`config.mk`:
```
export PLATFORM = sky130hd
export DESIGN_NAME = relu_maxpool_stage
export DESIGN_NICKNAME = d
export VERILOG_FILES = /design/src/rtl/relu_maxpool_stage.sv
export SDC_FILE = /design/constraint.sdc
export NUM_CORES = 1
export LEC_CHECK = 0
export ABC_AREA = 1
export ABC_CLOCK_PERIOD_IN_PS = 4800
export CORE_MARGIN = 1.5
export CORE_UTILIZATION = 35
export DETAILED_ROUTE_END_ITERATION = 16
export PLACE_DENSITY = 0.59
export SLEW_MARGIN = 20
export SYNTH_ARGS = -nofsm -noshare
export SYNTH_HDL_FRONTEND = slang
export SYNTH_SLANG_ARGS = --single-unit
export TNS_END_PERCENT = 5
```
`constraint.sdc`:
```
create_clock -name clk -period 4.8 [get_ports clk]
set_clock_uncertainty 0.15 [all_clocks]
set_input_delay 0.48 -clock clk [delete_from_list [all_inputs] [get_ports clk]]
set_output_delay 0.48 -clock clk [all_outputs]
set_load 0.05 [all_outputs]
```
`src/rtl/relu_maxpool_stage.sv`:
```
// relu_maxpool_stage
// ------------------
// Consumes the convolver's FEAT_SIZE x FEAT_SIZE feature-map stream in raster
// order. It optionally applies ReLU and then a 2x2 / stride-2 max-pool. The
// result is (FEAT_SIZE/2)^2 pooled samples on a valid/ready output.
//
// The horizontal pair max is formed on the odd column of each pair. On even
// rows it is parked in a half-width row buffer. On odd rows it is combined
// with the parked value to form the 2x2 maximum, which is registered out
// one cycle after the completing accept.
//
// Ports
//   clk        rising-edge clock
//   rstn       asynchronous active-low reset
//   clear      synchronous frame abort (counters to frame start, output dropped)
//   in_valid   upstream sample valid
//   in_ready   stage can accept (combinational: !out_valid || out_ready)
//   in_data    signed feature-map sample
//   out_valid  pooled sample valid
//   out_ready  downstream accepts
//   out_data   signed pooled sample
//   out_last   marks the final pooled sample of a frame
module relu_maxpool_stage #(
  parameter int DATA_WIDTH  = 16,
  parameter int IMAGE_SIZE  = 28,
  parameter int KERNEL_SIZE = 5,
  parameter bit RELU_EN     = 1'b1
) (
  input  logic                         clk,
  input  logic                         rstn,
  input  logic                         clear,
  input  logic                         in_valid,
  output logic                         in_ready,
  input  logic signed [DATA_WIDTH-1:0] in_data,
  output logic                         out_valid,
  input  logic                         out_ready,
  output logic signed [DATA_WIDTH-1:0] out_data,
  output logic                         out_last
);

  localparam int FEAT_SIZE = IMAGE_SIZE - KERNEL_SIZE + 1;
  localparam int HALF_SIZE = FEAT_SIZE / 2;
  localparam int CNT_W     = $clog2(FEAT_SIZE);
  localparam int IDX_W     = CNT_W - 1;
  localparam logic [CNT_W-1:0] LAST_IDX = CNT_W'(FEAT_SIZE - 1);

  if (FEAT_SIZE < 4 || (FEAT_SIZE % 2) != 0) begin : g_size_check
    $error("relu_maxpool_stage: FEAT_SIZE (%0d) must be even and >= 4", FEAT_SIZE);
  end

  logic [CNT_W-1:0]             col;
  logic [CNT_W-1:0]             row;
  logic [IDX_W-1:0]             pair_idx;
  logic signed [DATA_WIDTH-1:0] hold;
  logic signed [DATA_WIDTH-1:0] act;
  logic signed [DATA_WIDTH-1:0] pair_max;
  logic signed [DATA_WIDTH-1:0] buf_rd;
  logic signed [DATA_WIDTH-1:0] pool_max;
  logic                         accept;
  logic                         col_wrap;

  // Entry k holds the horizontal max of columns 2k and 2k+1 from the last
  // even row.
  logic signed [DATA_WIDTH-1:0] rowbuf [HALF_SIZE];

  assign in_ready = !out_valid || out_ready;
  assign accept   = in_valid && in_ready;
  assign col_wrap = (col == LAST_IDX);
  assign pair_idx = col[CNT_W-1:1];

  // A negative sample is one whose sign bit is set.
  assign act      = (RELU_EN && in_data[DATA_WIDTH-1]) ? '0 : in_data;
  assign pair_max = (act > hold) ? act : hold;
  assign buf_rd   = rowbuf[pair_idx];
  assign pool_max = (pair_max > buf_rd) ? pair_max : buf_rd;

  // NOTE: sequential state uses non-blocking assignments only. A later
  // assignment in the same block overrides an earlier one, so a transfer that
  // clears out_valid is superseded by a new result on the same edge.
  always_ff @(posedge clk or negedge rstn) begin
    if (!rstn) begin
      col       <= '0;
      row       <= '0;
      hold      <= '0;
      out_valid <= 1'b0;
      out_data  <= '0;
      out_last  <= 1'b0;
    end else if (clear) begin
      col       <= '0;
      row       <= '0;
      out_valid <= 1'b0;
      out_last  <= 1'b0;
    end else begin
      if (out_valid && out_ready) begin
        out_valid <= 1'b0;
        out_last  <= 1'b0;
      end
      if (accept) begin
        col <= col_wrap ? '0 : col + 1'b1;
        if (col_wrap) begin
          row <= (row == LAST_IDX) ? '0 : row + 1'b1;
        end
        if (!col[0]) begin
          hold <= act;
        end else if (row[0]) begin
          out_data  <= pool_max;
          out_valid <= 1'b1;
          out_last  <= (row == LAST_IDX) && col_wrap;
        end
      end
    end
  end

  // NOTE: the row buffer has no reset. Every entry is written on an even row
  // before the odd row reads it, so reset would only cost flops and routing.
  always_ff @(posedge clk) begin
    if (accept && !clear && col[0] && !row[0]) begin
      rowbuf[pair_idx] <= pair_max;
    end
  end

endmodule

```
==> qor.csv, run 1 <==
metric,value,unit
grtUsageTotal,16.57,%
crit_path_end_kind,register,
die_w,168.5,µm
ys_seq_area_share,67.32,%
path_class,input port to register,
critPathTopFamily,simple AND/OR/NAND/NOR gates,
worst_slew_pin_slew,0.9095,ns
synthCells,820,
place_hpwl,15.43,mm
post-route-period-util,85.67,%
antenna_cells,0,
final_util,42.34,%
die_h,168.5,µm
numPortBuffers,38,
crit_buf_inv,6,
cts_tree,built,
overflow,0,
grt_pass1_vias,6137,
clock-sinks,222,
arrival,4.37,ns
critPathRequiredTime,5.05,ns
wl,23.27,mm
startpoint_type,input port,
post-route-min-period,4.112,ns
htreeDepth,1,
first_iter_violations,521,
drc_errors,0,
p_per_area,467.7,nW/µm²
layout.nets,947,
place_congestion,0.8596,
rows,60,
cts_max_path_buffers,3,
fmax,243.2,MHz
layout-drive-gt1-share,10.58,%
grt_pass1_wl,35.95,mm
yosysTopAreaCell,edfxtp_1,
finalMaxSlewViolations,0,
synth_seq_cells,222,
cts_buffers,24,
grt_max_degree,43,
fill_cells,2473,
syn_area,9590,µm²
dr.pass1.iters,5,
synthFlopType,edfxtp_1,
ys_async_sr_fraction,18.92,%
cts_root_buf,clkbuf_16,
ant_nets,0,
synth_top_area_share,56.36,%
crit_fanout,18,
clk_latency,0.53,ns
vdd_ir_drop_max,0.0002906,V
via_per_inst,5.176,
status,"finished, final reports clean",
path_clk_slew,0.06,ns
crit_path_max_incr_delay,0.47,ns
synth_edf_count,180,
fin_tns_setup,0,ns
yosysWarnings,0,
ios,40,
synth.area.top_cells,"edfxtp_1 56%, dfrtp_1 11%, a22oi_1 6.9%",
avgSynthCellArea,11.70,µm²
post-cts-setup-buffer-count,0,
grt_antenna_before_repair,0,
syn_nets,867,
synth_cell_type_count,36,
slew_headroom,39.30,%
finalHoldViolCount,0,
worstHoldPathType,input port to async pin,
synthToLayoutAreaGrowth,19.00,%
maxCapViolations,0,
crit_top_cell,nand2_1,
rsz0062_at_grt,false,
crit_slowest_cell,clkdlybuf4s50_1,
via_count,6512,
core_area,26950,µm²
die_area,28400,µm²
initial_core_util,35.58,%
final-setup-viol-count,0,
leakage,4.375,nW
wl_per_cell,18.50,µm
-- flip-flops by register name, indices dropped and copies added, names as in the netlist --
signal and count:
col 5, row 5, out_last 1, hold 15, rowbuf 180, out_valid 1, out_data 15
-- report_power, final --
part	switching (W)	internal, W	total, W
combinational	0.000790	0.000363	0.00115
sequential	0.0000705	0.00230	0.00237
clock	0.000737	0.00108	0.00181
-- path summary, 6_finish.rpt --
| check | start | endpoint | slack [ns] | depth (start not counted) |
|---|---|---|---|---|
| max | in_data[15] | out_data[12] | 0.69 | 28 |
| max in group asynchronous | rstn | col[3] | 3.76 | 2 |
| min | rstn | hold[12] | 0.33 | 2 |
| min reg2reg | out_data[8] | out_data[8] | 0.34 | 2 |
| min in group clk | out_data[8] | out_data[8] | 0.34 | 2 |
| max reg2reg | hold[7] | out_data[12] | 0.95 | 25 |
-- logic make-up after synthesis --
family / after synthesis / share of synthesized area [%]
compound gates: 196 / 12.75
buf+inv: 113 / 4.710
xor+xnor: 1 / 0.09134
fa+ha+maj: 26 / 3.392
flops: 222 / 67.32
simple gates: 261 / 11.70
other cells: 1 / 0.03910
-- cell type report --
type                            instances  area [µm²]  share of cell area, %
Inverter                               80       300.3                  2.631
Clock buffer                           29       619.3                  5.427
Clock inverter                         14       151.4                  1.327
Tap cell                              341       426.7                  3.739
Sequential cell                       222        6456                  56.57
Timing Repair Buffer                   87       760.7                  6.666
Multi-Input combinational cell        485        2698                  23.64
-- cell usage in the layout, fill, tap and decap left out, types with 3 or more instances in the layout --
cell,synthesis,routed
clkbuf_16,0,24
inv_1,73,73
nor3_1,17,17
nand2_2,4,4
clkinv_1,2,9
ha_1,26,26
nand2_1,144,144
inv_2,5,5
dfrtp_1,42,42
edfxtp_1,180,180
buf_4,2,48
clkdlybuf4s50_1,0,37
nand3_1,51,51
a21oi_1,58,58
nor2_4,0,3
o21ai_0,40,40
clkbuf_1,24,5
nor2_1,34,34
bufinv_16,0,3
a22oi_1,88,88
-- timing repair --
item                      4_1_cts  5_1_grt
gates resized for setup         0        0
hold endpoints to repair        0       42
hold buffers                    0        1
-- metal layers --
layer  vias to the layer above  GRT usage, %  wire length (µm)
li1                       3114             -                 -
met1                      3151         23.63             10580
met2                       209         26.36             10680
met3                        38         2.946              1527
met4                         0         4.037               478
met5                         -             0                 0
-- cell usage after synthesis (3+ instances only) --
cell and count:
a21oi_1 58, nor2_2 3, nand2_1 144, o21ai_0 40, clkbuf_1 24, nor2_1 34, a22oi_1 88, nand3_1 51
dfrtp_1 42, nand2_2 4, inv_1 73, inv_2 5, ha_1 26, nor3_1 17, buf_2 4, edfxtp_1 180
-- per-stage QoR --
step	cell area, µm²	setup slack (ns)	hold WS [ns]	power [W]	instances
final	11410	0.6878	0.3347	0.005337	1258
after global routing	11410	0.1337	0.3899	0.005592	1258
after CTS	11400	0.7131	0.02126	0.005381	1257
after detailed placement	10630	0.1942	0.3257	0.003561	1214
after global placement	10630	0.2328	0.3284	0.003551	1214
after floorplan	9590	0.5274	0.03441	0.003132	820
Note: power is estimated with default switching activity, not from simulation.
==> run 2, diff against run 1 <==
--- a/config.mk
+++ b/config.mk
@@ -7,9 +7,11 @@
 export LEC_CHECK = 0
 export ABC_AREA = 1
 export ABC_CLOCK_PERIOD_IN_PS = 4800
+export CORE_ASPECT_RATIO = 1.25
 export CORE_MARGIN = 1.5
 export CORE_UTILIZATION = 35
 export DETAILED_ROUTE_END_ITERATION = 16
+export HOLD_SLACK_MARGIN = 0.08
 export PLACE_DENSITY = 0.59
 export SLEW_MARGIN = 20
 export SYNTH_ARGS = -nofsm -noshare
==> qor.csv, run 2 (synthesis gave the netlist of run 1 again) <==
metric,value,unit
maxCapViolations,0,
place_congestion,0.8235,
layout.nets,934,
startpoint_type,input port,
die_h,188.1,µm
cts_root_buf,clkbuf_16,
crit_path_max_incr_delay,0.47,ns
hold_path_end,out_data[14],
power,0.005083,W
grt_pass1_wl,35.24,mm
first_iter_violations,358,
arrival,4.37,ns
rr_startpoint,hold[13],
path_class,input port to register,
worstHoldPathType,register to register,
die_w,151.1,µm
worst_slew_pin_slew,0.9619,ns
grtUsageTotal,16.32,%
r2r-end,out_data[12],
design_area,11240,µm²
post-route-period-util,86.12,%
synthToLayoutAreaGrowth,17.16,%
finalHoldViolCount,0,
ff2ff_path_depth,23,
critPathRequiredTime,5.03,ns
crit_buf_inv,7,
min_from,out_data[14],
crit_fanout,16,
fin_ws,0.6665,ns
via_count,6361,
cts_resized,0,
slew_headroom,35.78,%
largest_register_ffs,180,
wl,22.64,mm
crit_top_cell,nand2_1,
crit_slowest_cell,clkdlybuf4s50_1,
regMostFlops,rowbuf,
rows,67,
grt_antenna_before_repair,0,
initial_core_util,35.64,%
ios,40,
antenna_cells,0,
dr.pass1.iters,4,
grt_max_degree,47,
post-cts-setup-buffer-count,0,
most-common-layout-cells,"180 x edfxtp_1, 144 x nand2_1, 88 x a22oi_1, 73 x inv_1, 58 x a21oi_1",
drc_errors,0,
wl_per_cell,18.20,µm
cp.depth,29,
reg_top3,"rowbuf x180, hold x15, out_data x15",
post-route-min-period,4.134,ns
overflow,0,
reg2reg_slack,1.03,ns
ant_nets,0,
clk_latency,0.49,ns
fin_tns_setup,0,ns
place_area,10570,µm²
grt_pass1_vias,6463,
place_hpwl,14.53,mm
p_per_area,452.4,nW/µm²
final_common_cell,edfxtp_1,
clock-sinks,222,
numPortBuffers,38,
htreeDepth,1,
status,"finished, final reports clean",
die_area,28410,µm²
fmax,241.9,MHz
core_area,26910,µm²
rsz0062_at_grt,false,
leakage,4.270,nW
critPathTopFamily,simple AND/OR/NAND/NOR gates,
min_path_cells,2,
crit_path_end_kind,register,
layout-drive-gt1-share,9.677,%
final-setup-viol-count,0,
whs,0.3383,ns
cts_max_path_buffers,3,
pre_cts_ws,0.1154,ns
finalMaxSlewViolations,0,
vdd_ir_drop_max,0.0002848,V
cts_tree,built,
cts_buffers,21,
path_clk_slew,0.07,ns
via_per_inst,5.113,
==> run 2: report_power, final <==
group / total (W) / internal (W) / switching, W
Combinational: 0.00115 / 0.000376 / 0.000779
Sequential: 0.00237 / 0.00230 / 0.0000688
Clock: 0.00156 / 0.000892 / 0.000671
==> run 2: through the flow <==
stage | utilization (%) | cells
floorplan | - | 820
global placement | 39.28 | 1208
detailed placement | 39.28 | 1208
CTS | 41.74 | 1244
global route | 41.75 | 1244
finish | 41.75 | 1244
==> run 2: cell type report <==
class                   instances  area [µm²]
clock buffers                  27       609.3
clock inverters                 8       42.54
fillers                      2522       15670
inverters                      80       300.3
multi-input cells             485        2698
flip-flops and latches        222        6456
well taps                     345       431.7
repair buffers                 77       698.2
==> run 2: worst reg2reg max path: stages, from the launching register on <==
cell and delay [ns]:
dfrtp_1 0.33, inv_1 0.06, ha_1 0.29, nand2_1 0.05, nor2_1 0.14, nand3_1 0.11, nor2_1 0.28, nand4_1 0.19
nand2_2 0.26, buf_4 0.24, o21ai_0 0.15, ha_1 0.33, inv_1 0.04, o21bai_1 0.14, nand3_1 0.09, nand2_1 0.11
nand2_1 0.06, nand2_1 0.06, nand2_1 0.07, nand2_4 0.15, buf_12 0.14, nand3_1 0.06, nand3_1 0.10, nand2_1 0.05
==> run 2: timing repair <==
item                                    4_1_cts  5_1_grt
hold buffers                                  1        0
endpoints found under the hold margin        42        0
endpoints found under the setup margin        0        0
==> run 2: how the worst max path moves through the flow <==
stage,from,endpoint,slack [ns]
finish,in_data[15],out_data[0],0.67
global route,in_data[15],out_data[0],0.18
CTS,in_data[15],out_data[0],0.63
detailed placement,in_data[15],out_data[0],0.12
global placement,in_data[15],out_data[0],0.17
floorplan,in_data[15],out_data[10],0.53
==> run 2: metal layers <==
layer  part of all wire, %  vias to the layer above  GRT usage [%]  wire, µm
li1                      -                     3088              -         -
met1                    40                     3114          19.32      9149
met2                    54                      132          30.40     12250
met3                   3.7                       27          1.849       846
met4                   1.7                        0          4.929       388
met5                     0                        -              0         0
==> run 3, diff against run 2 <==
--- a/config.mk
+++ b/config.mk
@@ -6,7 +6,7 @@
 export NUM_CORES = 1
 export LEC_CHECK = 0
 export ABC_AREA = 1
-export ABC_CLOCK_PERIOD_IN_PS = 4800
+export ABC_CLOCK_PERIOD_IN_PS = 5250
 export CORE_ASPECT_RATIO = 1.25
 export CORE_MARGIN = 1.5
 export CORE_UTILIZATION = 35
==> constraint.sdc (replaced) <==
create_clock -name clk -period 5.25 [get_ports clk]
set_clock_uncertainty 0.15 [all_clocks]
set_input_delay 0.525 -clock clk [delete_from_list [all_inputs] [get_ports clk]]
set_output_delay 0.525 -clock clk [all_outputs]
set_load 0.05 [all_outputs]
==> qor.csv, run 3 (synthesis gave the netlist of run 1 again) <==
metric,value,unit
grt_max_degree,47,
worst_slew_pin_slew,0.9681,ns
core_area,26910,µm²
drc_errors,0,
cts_root_buf,clkbuf_16,
fin_tns_setup,0,ns
ios,40,
rsz0062_at_grt,false,
first_iter_violations,415,
startpoint_type,input port,
antenna_cells,0,
rows,67,
wl_met3,959,µm
critPathRequiredTime,5.50,ns
crit_slowest_cell,clkdlybuf4s50_1,
crit_fanout,20,
cts_buffers,22,
status,"finished, final reports clean",
crit_top_cell,nand2_1,
slew_headroom,35.46,%
clk_latency,0.51,ns
wl_per_cell,18.60,µm
rr_startpoint,hold[7],
final-setup-viol-count,0,
dp.cells,1204,
wl,23.15,mm
crit_path_end_kind,register,
numPortBuffers,38,
pre_cts_ws,0.3780,ns
crit_end,out_data[13],
grt_antenna_before_repair,0,
wl_met1,9.767,mm
fill_cells,2524,
whs,0.3425,ns
finalMaxSlewViolations,0,
path_class,input port to register,
layout-drive-gt1-share,9.667,%
final_common_cell,edfxtp_1,
crit_buf_inv,5,
initial_core_util,35.64,%
fmax,231.3,MHz
grt_pass1_wl,36.15,mm
overflow,0,
htreeDepth,1,
place_congestion,0.8398,
via_count,6402,
fin_ws,0.9267,ns
routed.top_layer,met4,
reg2reg_slack,1.32,ns
maxCapViolations,0,
cp.depth,26,
critPathTopFamily,simple AND/OR/NAND/NOR gates,
die_w,151.1,µm
dr.pass1.iters,5,
r2r-end,out_data[13],
grt_pass1_vias,6302,
place_hpwl,14.57,mm
cts_tree,built,
cts_resized,0,
finalNonFillerCells,1245,
post-route-min-period,4.323,ns
die_h,188.1,µm
clock-sinks,222,
cts_max_path_buffers,3,
layout.nets,931,
via_per_inst,5.142,
ff2ff_path_depth,23,
ant_nets,0,
arrival,4.57,ns
vdd_ir_drop_max,0.0002213,V
crit_path_max_incr_delay,0.47,ns
synthToLayoutAreaGrowth,17.72,%
grtUsageTotal,16.66,%
worstHoldPathType,register to register,
p_per_area,429.4,nW/µm²
reg_top3,"rowbuf x180, hold x15, out_data x15",
largest_register_ffs,180,
finalHoldViolCount,0,
most-common-layout-cells,"180 x edfxtp_1, 144 x nand2_1, 88 x a22oi_1, 73 x inv_1, 58 x a21oi_1",
leakage,4.294,nW
crit_start,in_data[15],
die_area,28410,µm²
post-route-period-util,82.35,%
met2WireLength,11.86,mm
path_clk_slew,0.06,ns
regMostFlops,rowbuf,
[run 3: changes by cell type in the layout (fill, tap and decap cells not counted), sizes merged]
cell / before / now
clkbuf: 27 / 30
clkinv: 9 / 7
clkinvlp: 1 / 2
buf: 39 / 35
bufinv: 0 / 3
[run 3: final cells by class]
class                   instances  area, µm²  area share, %
repair buffers                 73      643.1          5.697
well taps                     345      431.7          3.824
inverters                      80      300.3          2.660
clock buffers                  30      631.9          5.597
clock inverters                10      128.9          1.142
multi-input cells             485       2698          23.89
flip-flops and latches        222       6456          57.19
[run 3: how the worst min path moves through the flow]
stage	startpoint	end	cells after the start
after floorplan	rstn	col[0]	0
after global placement	out_data[8]	out_data[8]	2
after detailed placement	out_data[9]	out_data[9]	2
after CTS	out_data[9]	out_data[9]	2
after global routing	out_data[9]	out_data[9]	2
final	out_data[9]	out_data[9]	2
[run 3: tightest hold or removal path, delay by kind of cell (launching register included)]
family	cells	cell delay, ns
simple gates	2	0.12
flops	1	0.35
[run 3: per-layer routing]
metal  vias up  GRT usage (%)
met5         -              0
met1      3131          21.39
li1       3082              -
met2       156          29.14
met4         0          4.966
met3        33          2.044
[run 3: what timing repair did]
item / 4_1_cts / 5_1_grt
setup buffers: 0 / 0
hold endpoints to repair: 14 / 0
hold buffers: 1 / 0
[run 3: per-stage QoR]
stage,area (µm²),power (W),utilization (%)
after CTS,11290,0.004883,41.94
after floorplan,9590,0.002863,-
after global placement,10520,0.003233,39.08
after detailed placement,10520,0.003243,39.08
final,11290,0.004847,41.95
after global routing,11290,0.005057,41.95
[run 3: report_power, final]
part	switching, W	internal, W	leakage, nW
Clock	0.000652	0.000992	0.370
Sequential	0.0000625	0.00210	2.19
Combinational	0.000716	0.000324	1.73
Total	0.00143	0.00342	4.29
